**src/rtl/preamble_detector_pkg.sv**
```systemverilog
// preamble_detector_pkg: shared BLE PHY types and framing constants
package preamble_detector_pkg;
  typedef enum logic [1:0] {PHY_1M = 2'd0, PHY_2M = 2'd1, PHY_CODED = 2'd2} ble_phy_t;
  localparam logic [7:0] BlePreamble1M = 8'hAA;
  localparam logic [15:0] BlePreamble2M = 16'hAAAA;
  localparam int BleHeaderBits = 16;
  localparam int BleCrcBits = 24;
  localparam int BlePduCntW = 12;
endpackage

```
**src/rtl/preamble_detector_aa_correlator.sv**
```systemverilog
// aa_correlator: combinational preamble + access-address match over the hunt window (option: PREAMBLE_DETECTOR_TOLERANCE_EN)
import preamble_detector_pkg::*;
module aa_correlator #(
  parameter int AA_MAX_ERRORS = 1
) (
  input  logic [47:0] i_window,
  input  logic [31:0] i_aa,
  input  ble_phy_t    i_phy,
  input  logic [5:0]  i_fill,
  output logic        o_hit
);
  logic [7:0]  w_pre_1m;
  logic [15:0] w_pre_2m;
  logic        w_full;
  logic        w_pre_ok;
  logic        w_aa_ok;
  // preamble alternates so that its first air bit equals the AA LSB; coded PHY never matches
  always_comb begin
    w_pre_1m = i_aa[0] ? ~BlePreamble1M : BlePreamble1M;
    w_pre_2m = i_aa[0] ? ~BlePreamble2M : BlePreamble2M;
    w_full = (i_phy == PHY_1M) ? (i_fill >= 6'd40) : (i_phy == PHY_2M) ? (i_fill >= 6'd48) : 1'b0;
    w_pre_ok = (i_phy == PHY_2M) ? (i_window[15:0] == w_pre_2m) : (i_window[15:8] == w_pre_1m);
  end
`ifdef PREAMBLE_DETECTOR_TOLERANCE_EN
  logic [31:0] w_diff;
  logic [5:0]  w_errs;
  // count AA bit errors; the sum collapses into an adder tree
  always_comb begin
    w_diff = i_window[47:16] ^ i_aa;
    w_errs = '0;
    for (int k = 0; k < 32; k++) w_errs = w_errs + {5'd0, w_diff[k]};
  end
  assign w_aa_ok = int'(w_errs) <= AA_MAX_ERRORS;
`else
  assign w_aa_ok = i_window[47:16] == i_aa;
`endif
  assign o_hit = w_full & w_pre_ok & w_aa_ok;
endmodule

```
**src/rtl/preamble_detector.sv**
```systemverilog
// preamble_detector: hunts preamble+access address in a 1-bit stream, then forwards header/payload/CRC with tlast
import preamble_detector_pkg::*;
module preamble_detector #(
  parameter int AA_MAX_ERRORS = 1
) (
  input  logic        aclk,
  input  logic        areset,
  input  logic        restart,
  input  ble_phy_t    phy,
  input  logic [31:0] access_address,
  input  logic        input_tdata,
  input  logic        input_tvalid,
  output logic        input_tready,
  output logic        output_tdata,
  output logic        output_tvalid,
  input  logic        output_tready,
  output logic        output_tlast,
  output logic        aa_match
);
  localparam logic [1:0] IDLE = 2'd0, HUNT = 2'd1, HEADER = 2'd2, PAYLOAD = 2'd3;
  logic [1:0]            r_state;
  logic [47:0]           r_sr;
  logic [5:0]            r_fill;
  ble_phy_t              r_phy;
  logic [31:0]           r_aa;
  logic [BlePduCntW-1:0] r_cnt;
  logic [BlePduCntW-1:0] r_total;
  logic [6:0]            r_len;
  logic                  r_tdata;
  logic                  r_tvalid;
  logic                  r_tlast;
  logic                  r_match;
  logic [47:0]           w_sr_next;
  logic [5:0]            w_fill_next;
  logic                  w_fwd;
  logic                  w_acc;
  logic                  w_out_acc;
  logic                  w_hit;
  logic [BlePduCntW-1:0] w_total;
  // handshakes, next window, and frame length (len MSB is the bit arriving now)
  always_comb begin
    w_sr_next = {input_tdata, r_sr[47:1]};
    w_fill_next = (r_fill == 6'd48) ? r_fill : r_fill + 6'd1;
    w_fwd = (r_state == HEADER) | (r_state == PAYLOAD);
    input_tready = (r_state == HUNT) | (w_fwd & (~r_tvalid | output_tready) & ~r_tlast);
    w_acc = input_tvalid & input_tready;
    w_out_acc = r_tvalid & output_tready;
    w_total = BlePduCntW'(BleHeaderBits + BleCrcBits) + {1'b0, input_tdata, r_len, 3'd0};
  end
  aa_correlator #(.AA_MAX_ERRORS(AA_MAX_ERRORS)) u_corr (
    .i_window(w_sr_next),
    .i_aa(r_aa),
    .i_phy(r_phy),
    .i_fill(w_fill_next),
    .o_hit(w_hit)
  );
  // hunt, then forward bits with a one-deep output register; restart overrides everything
  always_ff @(posedge aclk or posedge areset) begin
    if (areset) begin
      r_state <= IDLE;
      r_sr <= '0;
      r_fill <= '0;
      r_phy <= PHY_1M;
      r_aa <= '0;
      r_cnt <= '0;
      r_total <= '0;
      r_len <= '0;
      r_tdata <= 1'b0;
      r_tvalid <= 1'b0;
      r_tlast <= 1'b0;
      r_match <= 1'b0;
    end else if (restart) begin
      r_state <= HUNT;
      r_phy <= phy;
      r_aa <= access_address;
      r_sr <= '0;
      r_fill <= '0;
      r_tvalid <= 1'b0;
      r_tlast <= 1'b0;
      r_match <= 1'b0;
    end else begin
      r_match <= 1'b0;
      if (r_state == HUNT && w_acc) begin
        r_sr <= w_sr_next;
        r_fill <= w_fill_next;
        if (w_hit) begin
          r_state <= HEADER;
          r_match <= 1'b1;
          r_cnt <= '0;
        end
      end
      if (w_fwd) begin
        if (w_out_acc) r_tvalid <= 1'b0;
        if (w_out_acc && r_tlast) begin
          r_tlast <= 1'b0;
          r_state <= IDLE;
        end
        if (w_acc) begin
          r_tdata <= input_tdata;
          r_tvalid <= 1'b1;
          r_cnt <= r_cnt + 1'b1;
          r_tlast <= (r_state == PAYLOAD) && (r_cnt == r_total - 1'b1);
          if (r_state == HEADER && r_cnt[3] && r_cnt[2:0] != 3'd7) r_len <= {input_tdata, r_len[6:1]};
          if (r_state == HEADER && r_cnt == BlePduCntW'(BleHeaderBits - 1)) begin
            r_total <= w_total;
            r_state <= PAYLOAD;
          end
        end
      end
    end
  end
  assign output_tdata = r_tdata;
  assign output_tvalid = r_tvalid;
  assign output_tlast = r_tlast;
  assign aa_match = r_match;
endmodule

```
**config.mk**
```make
export PLATFORM = sky130hd
export DESIGN_NAME = preamble_detector
export DESIGN_NICKNAME = d
export VERILOG_FILES = /design/src/rtl/preamble_detector_pkg.sv /design/src/rtl/preamble_detector_aa_correlator.sv /design/src/rtl/preamble_detector.sv
export SDC_FILE = /design/constraint.sdc
export NUM_CORES = 1
export LEC_CHECK = 0
export ABC_AREA = 0
export BUFFER_PORTS_ARGS = -buffer_cell sky130_fd_sc_hd__buf_2
export CAP_MARGIN = 20
export CORE_MARGIN = 3
export CORE_UTILIZATION = 54
export CTS_CLUSTER_SIZE = 8
export DETAILED_ROUTE_END_ITERATION = 12
export PLACE_DENSITY_LB_ADDON = 0.3
export RECOVER_POWER = 50
export SYNTH_ARGS = -nofsm -noshare
export SYNTH_HDL_FRONTEND = slang
export SYNTH_SLANG_ARGS = --single-unit
```
**constraint.sdc**
```tcl
create_clock -name aclk -period 3.02 [get_ports aclk]
set_input_delay 0 -clock aclk [delete_from_list [all_inputs] [get_ports aclk]]
set_output_delay 0 -clock aclk [all_outputs]
set_load 0.05 [all_outputs]
```
=== After elaboration in Yosys (flattened, before gate mapping) ===
Cells that the tools add are included.

* Bits in registers: 125
* Output and inout bits: 5
* Word-level logic and storage cells: 89

* Add/sub/neg operators: 4
* Order comparisons: 2
* Eq/ne operators: 11
* Muxes and demuxes: 32
* Bitwise operators: 12
* Reduce and logical (&&, ||, !) cells: 16

{| class="wikitable"
|+ Operators by type and width
! operator !! count
|-
| two-way mux 48 bit || 2
|-
| two-way mux 12 bit || 4
|-
| == test 32 bit || 1
|-
| two-way mux 6 bit || 3
|-
| == test 16 bit || 1
|-
| two-way mux 16 bit || 1
|-
| two-way mux 1 bit || 14
|-
| two-way mux 2 bit || 7
|-
| adder 12 x 1 -> 12 bit (second input constant) || 1
|-
| adder 6 x 11 -> 12 bit (first input constant) || 1
|-
| == test 12 bit || 1
|-
| == test 12 x 4 -> 1 bit (second input constant) || 1
|-
| greater-or-equal comparator 6 bit (second input constant) || 2
|-
| subtractor 12 x 1 -> 12 bit (second input constant) || 1
|-
| == test 8 bit || 1
|-
| two-way mux 8 bit || 1
|-
| AND reduction 4 bit || 2
|-
| adder 6 x 1 -> 6 bit (second input constant) || 1
|-
| bitwise AND 1 bit || 6
|-
| == test 6 bit (second input constant) || 1
|-
| logical AND 1 bit || 6
|-
| nonzero test 3 bit || 2
|-
| == test 2 x 1 -> 1 bit (second input constant) || 2
|-
| == test 2 bit (second input constant) || 2
|-
| 7 further kinds || 13
|}

=== Logic depth before layout (Yosys ltp) ===
* Word-level depth: 14
* Depth in mapped cells: 9
* Mapped depth without buffers: 8

=== By module ===
Synthesis repeated with hierarchy kept, for this count alone.

* Cell total of the unflattened synthesis: 573
* Area total of the unflattened synthesis: 5818.1 µm²

{| class="wikitable"
|+ By module, submodules not included
! module !! times used !! cells an instance !! area each (µm²) !! sequential area each (µm²)
|-
| preamble_detector || 1 || 513 || 5318.9 || 3027.9
|-
| aa_correlator || 1 || 60 || 499.2 || 0.0
|}

=== Worst setup path after synthesis ===
No wires, ideal clock.

* Path kind: flip-flop to flip-flop
* From: register r_tvalid (netlist: output_tvalid)
* To: register r_cnt[11]
* Library setup time: 0.134 ns
* Arrival: 1.793 ns
* Required time: 2.886 ns
* Path slack: 1.093 ns
* Cell stages (with the launch flop): 7
* Path buffers: 0
* Path through: dfrtp_1 > nand2b_2 > a31oi_2 > and4bb_2 > mux2_1 > a22oi_1 > o21ai_0

* Word-level cells in the longest chain between the ends: 10

{| class="wikitable"
|+ Ends and longest elaborated chain
! item !! line !! source
|-
| from (decl) || preamble_detector.sv:30 || <nowiki>logic r_tvalid;</nowiki>
|-
| from (signal assigned) || preamble_detector.sv:69 || <nowiki>r_tvalid <= 1'b0;</nowiki>
|-
| from (signal assigned) || preamble_detector.sv:78 || <nowiki>r_tvalid <= 1'b0;</nowiki>
|-
| from (signal assigned) || preamble_detector.sv:93 || <nowiki>if (w_out_acc) r_tvalid <= 1'b0;</nowiki>
|-
| NOT 1 bit (*) || preamble_detector.sv:45 || <nowiki>input_tready = (r_state == HUNT) | (w_fwd & (~r_tvalid | output_tready) & ~r_tlast);</nowiki>
|-
| bitwise OR 1 bit (*) || preamble_detector.sv:45 ||
|-
| bitwise AND 1 bit (*) (2 in series) || preamble_detector.sv:45 ||
|-
| bitwise OR 1 bit (*) || preamble_detector.sv:45 ||
|-
| bitwise AND 1 bit (*) || preamble_detector.sv:46 || <nowiki>w_acc = input_tvalid & input_tready;</nowiki>
|-
| logical AND 1 bit || preamble_detector.sv:83 || <nowiki>if (r_state == HUNT && w_acc) begin</nowiki>
|-
| two-way mux 12 bit || preamble_detector.sv:83 ||
|-
| two-way mux 12 bit || preamble_detector.sv:98 || <nowiki>if (w_acc) begin</nowiki>
|-
| two-way mux 12 bit (*) || preamble_detector.sv:92 || <nowiki>if (w_fwd) begin</nowiki>
|-
| to (signal assigned) || preamble_detector.sv:101 || <nowiki>r_cnt <= r_cnt + 1'b1;</nowiki>
|-
| to (decl) || preamble_detector.sv:26 || <nowiki>logic [BlePduCntW-1:0] r_cnt;</nowiki>
|}

Mark *: on every way between the ends. The rest lies on a longest branch, timed or not.
A chain may end at the register's enable or synchronous reset.

=== Final worst setup path ===
* From: register r_state[1]
* To: register r_len[6]

* Word-level cells in the longest chain between the ends: 7
* Elaborated cells on any way between the ends: 11
* Those cells by class: 3 x eq/ne; 5 x bitwise; 3 x reduce/logical

{| class="wikitable"
|+ Ends and longest elaborated chain
! item !! line !! source
|-
| from (decl) || preamble_detector.sv:21 || <nowiki>logic [1:0] r_state;</nowiki>
|-
| from (signal assigned) || preamble_detector.sv:60 || <nowiki>r_state <= IDLE;</nowiki>
|-
| from (signal assigned) || preamble_detector.sv:73 || <nowiki>r_state <= HUNT;</nowiki>
|-
| from (signal assigned) || preamble_detector.sv:87 || <nowiki>r_state <= HEADER;</nowiki>
|-
| == test 2 bit (on tied branches) || preamble_detector.sv:44, preamble_detector.sv:103 ||
|-
| bitwise OR 1 bit || preamble_detector.sv:44 || <nowiki>w_fwd = (r_state == HEADER) | (r_state == PAYLOAD);</nowiki>
|-
| bitwise AND 1 bit (2 in series) || preamble_detector.sv:45 ||
|-
| bitwise OR 1 bit || preamble_detector.sv:45 ||
|-
| bitwise AND 1 bit || preamble_detector.sv:46 ||
|-
| AND reduction 4 bit (no source line) (*) || - ||
|-
| to (signal assigned) || preamble_detector.sv:103 || <nowiki>if (r_state == HEADER && r_cnt[3] && r_cnt[2:0] != 3'd7) r_len <= {input_tdata, r_len[6:1]};</nowiki>
|-
| to (decl) || preamble_detector.sv:28 || <nowiki>logic [6:0] r_len;</nowiki>
|}

Marked as above.

==> impl_metrics.tcl <==
set metrics [dict create \
    status "finished, violations left" \
    violations "capacitance limit, slew limit" \
    seq_area_sq_mm 0.00303 \
    critPathRequiredTime_ns 3.41 \
    place_inst 747 \
    endpoint_kind "flop" \
    yosys.area_share.simple_pct 18.1 \
    syn_nets 642 \
    crit_arrival_ns 2.49 \
    syn_inst 596 \
    numClockSinks 121 \
    via_per_inst 5.63 \
    crit_path_start_kind "flop" \
    synth_top_family_by_area "simple AND/OR/NAND/NOR gates" \
    ys_types 58 \
    vias 4597 \
    max-vdd-ir-drop_mv 0.542 \
    cts_root_buffer "clkbuf_8" \
    cts_buffer_depth 2 \
    hold-path-endpoint "r_cnt[9]" \
    rsz0062_at_grt "no" \
    antenna_found_initial 0 \
    multi_input_area_sq_mm 0.00279 \
    finalSetupTns_ns 0 \
    grt_pass1_vias 4661 \
    critPathMaxStageDelay_ns 0.58 \
    cap_violations 1 \
    post_cts_buffers 0 \
    synth_area_sq_mm 0.00601 \
    place.gp.congestion 0.870 \
    synth_xor_xnor_area_share_pct 8.43 \
    period_minus_slack_ns 2.10 \
    r2r_start "r_state[1]" \
    ant_nets 0 \
    synth_edf_count 0 \
    critPathTopFamily "simple AND/OR/NAND/NOR gates" \
    finalHoldViolations 0 \
    synth_compound_gate_area_share_pct 9.39 \
    synth-seq-area-share_pct 50.4 \
    cp_slowest_cell "dfrtp_1" \
    instances_no_fill 817 \
    p_total_w 0.00394 \
    synthAdderAreaFrac_pct 1.25 \
    cts_htree_levels 4 \
    grt-ovfl-total 0 \
    wl_per_cell_microns 16.3 \
    ff2ff_setup_slack_ns 0.92 \
    drive_gt1_share_pct 20.4 \
    ys_seq_elements 121 \
    synthToLayoutAreaGrowth_pct 20.6 \
    setup_viol 0 \
    postSynth.asyncResetShare_pct 100 \
    powerDensity_mw_per_mm2 543 \
    path_max_fanout 12 \
    fin_crit_sh_pct 69.5 \
    drv_slew 122 \
    track_usage_pct 22.8 \
    final_nets 714 \
    rr_endpoint "r_len[6]" \
    worstMarginPinSlew_ns 1.63 \
    fp.dieW_microns 112 \
    grt_pass1_wl_mm 22.8 \
    reg2reg_depth 4 \
    hold_class "input pin to flop" \
    die_h_microns 112 \
    place_worst_setup_slack_ns 0.962 \
    crit_type "flop to flop" \
    ys_warn_count 0 \
    syn_avg_cell_area_sq_um 10.1 \
    design.core.area_sq_mm 0.0106 \
    num_rows 37 \
    ys.flop_type "dfrtp_1" \
    path_cells "nand4_2 -> nor2_2 -> nand4b_2 -> mux2_2" \
    relSlewSlack_pct -8.69 \
    start_util_pct 57.0 \
    dp_hpwl_mm 8.39 \
    synthMuxAreaShare_pct 9.18 \
    pin_count 45 \
    cts.clk_slew.worst_paths_ns 0.06 \
    wirelength_mm 13.3 \
    cts_buffers 17 \
    dieArea_sq_mm 0.0124 \
    clkLatencyLatePin_ns 0.51 \
    grt_max_degree 122 \
    fmax_mhz 477 \
    cts_tree "yes" \
    drtPass1Iterations 5 \
    min_from "input_tvalid" \
    crit_start "r_state[1]" \
    drc 0 \
    whs_ns 0.0346 \
    leakagePower_nw 3.04 \
    layout_setup_ws_ns 0.922 \
    fill_cells 806 \
    portBuffers 44 \
    hold_depth 5 \
    drt_iter0_drc 386 \
    crit_buf_inv 0 \
    fin_skew_ns 0.00701 \
    n_antenna_cell 0 \
]
-- per-layer routing --
layer	vias up	wire, microns	track usage (%)
met1	2273	5880	30.4
met3	14	557	5.43
li1	2198	-	-
met5	-	0	0
met4	0	227	7.79
met2	112	6670	36.8
-- flip-flops by register name, indices dropped and copies added (netlist names) --
name           count
r_total            9
r_aa              32
output_tdata       1
r_phy              2
output_tlast       1
output_tvalid      1
r_len              7
aa_match           1
r_fill             6
r_sr              47
r_state            2
r_cnt             12
-- worst max path at each step --
stage | slack [ns] | to | cells after the start
3_3_place_gp | 1.00 | r_fill[2] | 5
2_1_floorplan | 1.09 | r_cnt[11] | 6
3_5_place_dp | 0.96 | r_fill[2] | 5
4_1_cts | 0.95 | r_len[6] | 4
6_report | 0.92 | r_len[6] | 4
5_1_grt | 0.76 | r_fill[2] | 5
-- logic make-up after synthesis --
logic type / Yosys count
xor+xnor: 57
fa+ha+maj: 6
buf+inv: 43
mux: 49
flops: 121
compound gates: 101
simple gates: 219
-- repair_timing --
| item | in CTS | in global routing |
|---|---|---|
| resized for setup | 0 | 0 |
| hold buffers | 38 | 0 |
| endpoints found under the hold margin | 168 | 0 |
-- cell usage in the layout, fill, tap and decap left out, types with 9 or more instances in the layout --
master	count
nand2_1	125
xnor2_1	42
dlygate4sd3_1	38
clkbuf_16	16
o21ai_0	17
a21oi_1	58
nor2_1	19
xor2_1	14
mux2_2	44
dfrtp_1	121
nand4_1	19
buf_2	42
inv_1	9
-- layout make-up --
class	instances	share of cell area, %
inverters	10	0.569
multi-input cells	432	38.5
repair buffers	86	8.85
flip-flops and latches	121	41.8
well taps	136	2.35
clock buffers	22	6.38
clock inverters	10	1.64
-- worst min-delay path, cell delays in order --
cell and delay, ns:
buf_2 0.14, nand3_1 0.11, nor2_1 0.08, nand4_1 0.09, o211ai_1 0.08
-- cell usage after synthesis, types with 5 or more instances --
library cell  instances  share of area (%)
o21ai_1               7               0.58
dfrtp_1             121                 50
a22oi_1               5               0.62
mux2_2               44                8.2
inv_1                10               0.62
nor3_1                6               0.50
a21oi_1              58                4.8
nand3_1               7               0.58
clkbuf_1             17                1.1
buf_1                 6               0.37
nor4_1                5               0.52
buf_2                 6               0.50
xor2_1               14                2.0
o21ai_0              17                1.4
nand4_1              19                2.0
nand2_1             125                7.8
xnor2_1              42                6.1
ha_1                  6                1.2
nor2_1               19                1.2
-- through the flow --
step,cell area [sq um],util (%)
after floorplan,6020,-
after global placement,6310,59.7
after detailed placement,6310,59.7
after CTS,7270,68.9
after global routing,7250,68.7
final,7250,68.7
-- power breakdown --
group          total, W  internal [W]  switching [W]
sequential      0.00172       0.00167      0.0000433
combinational  0.000272      0.000135       0.000137
clock           0.00195       0.00124       0.000714
No activity file was read; power rests on OpenSTA's default activity.
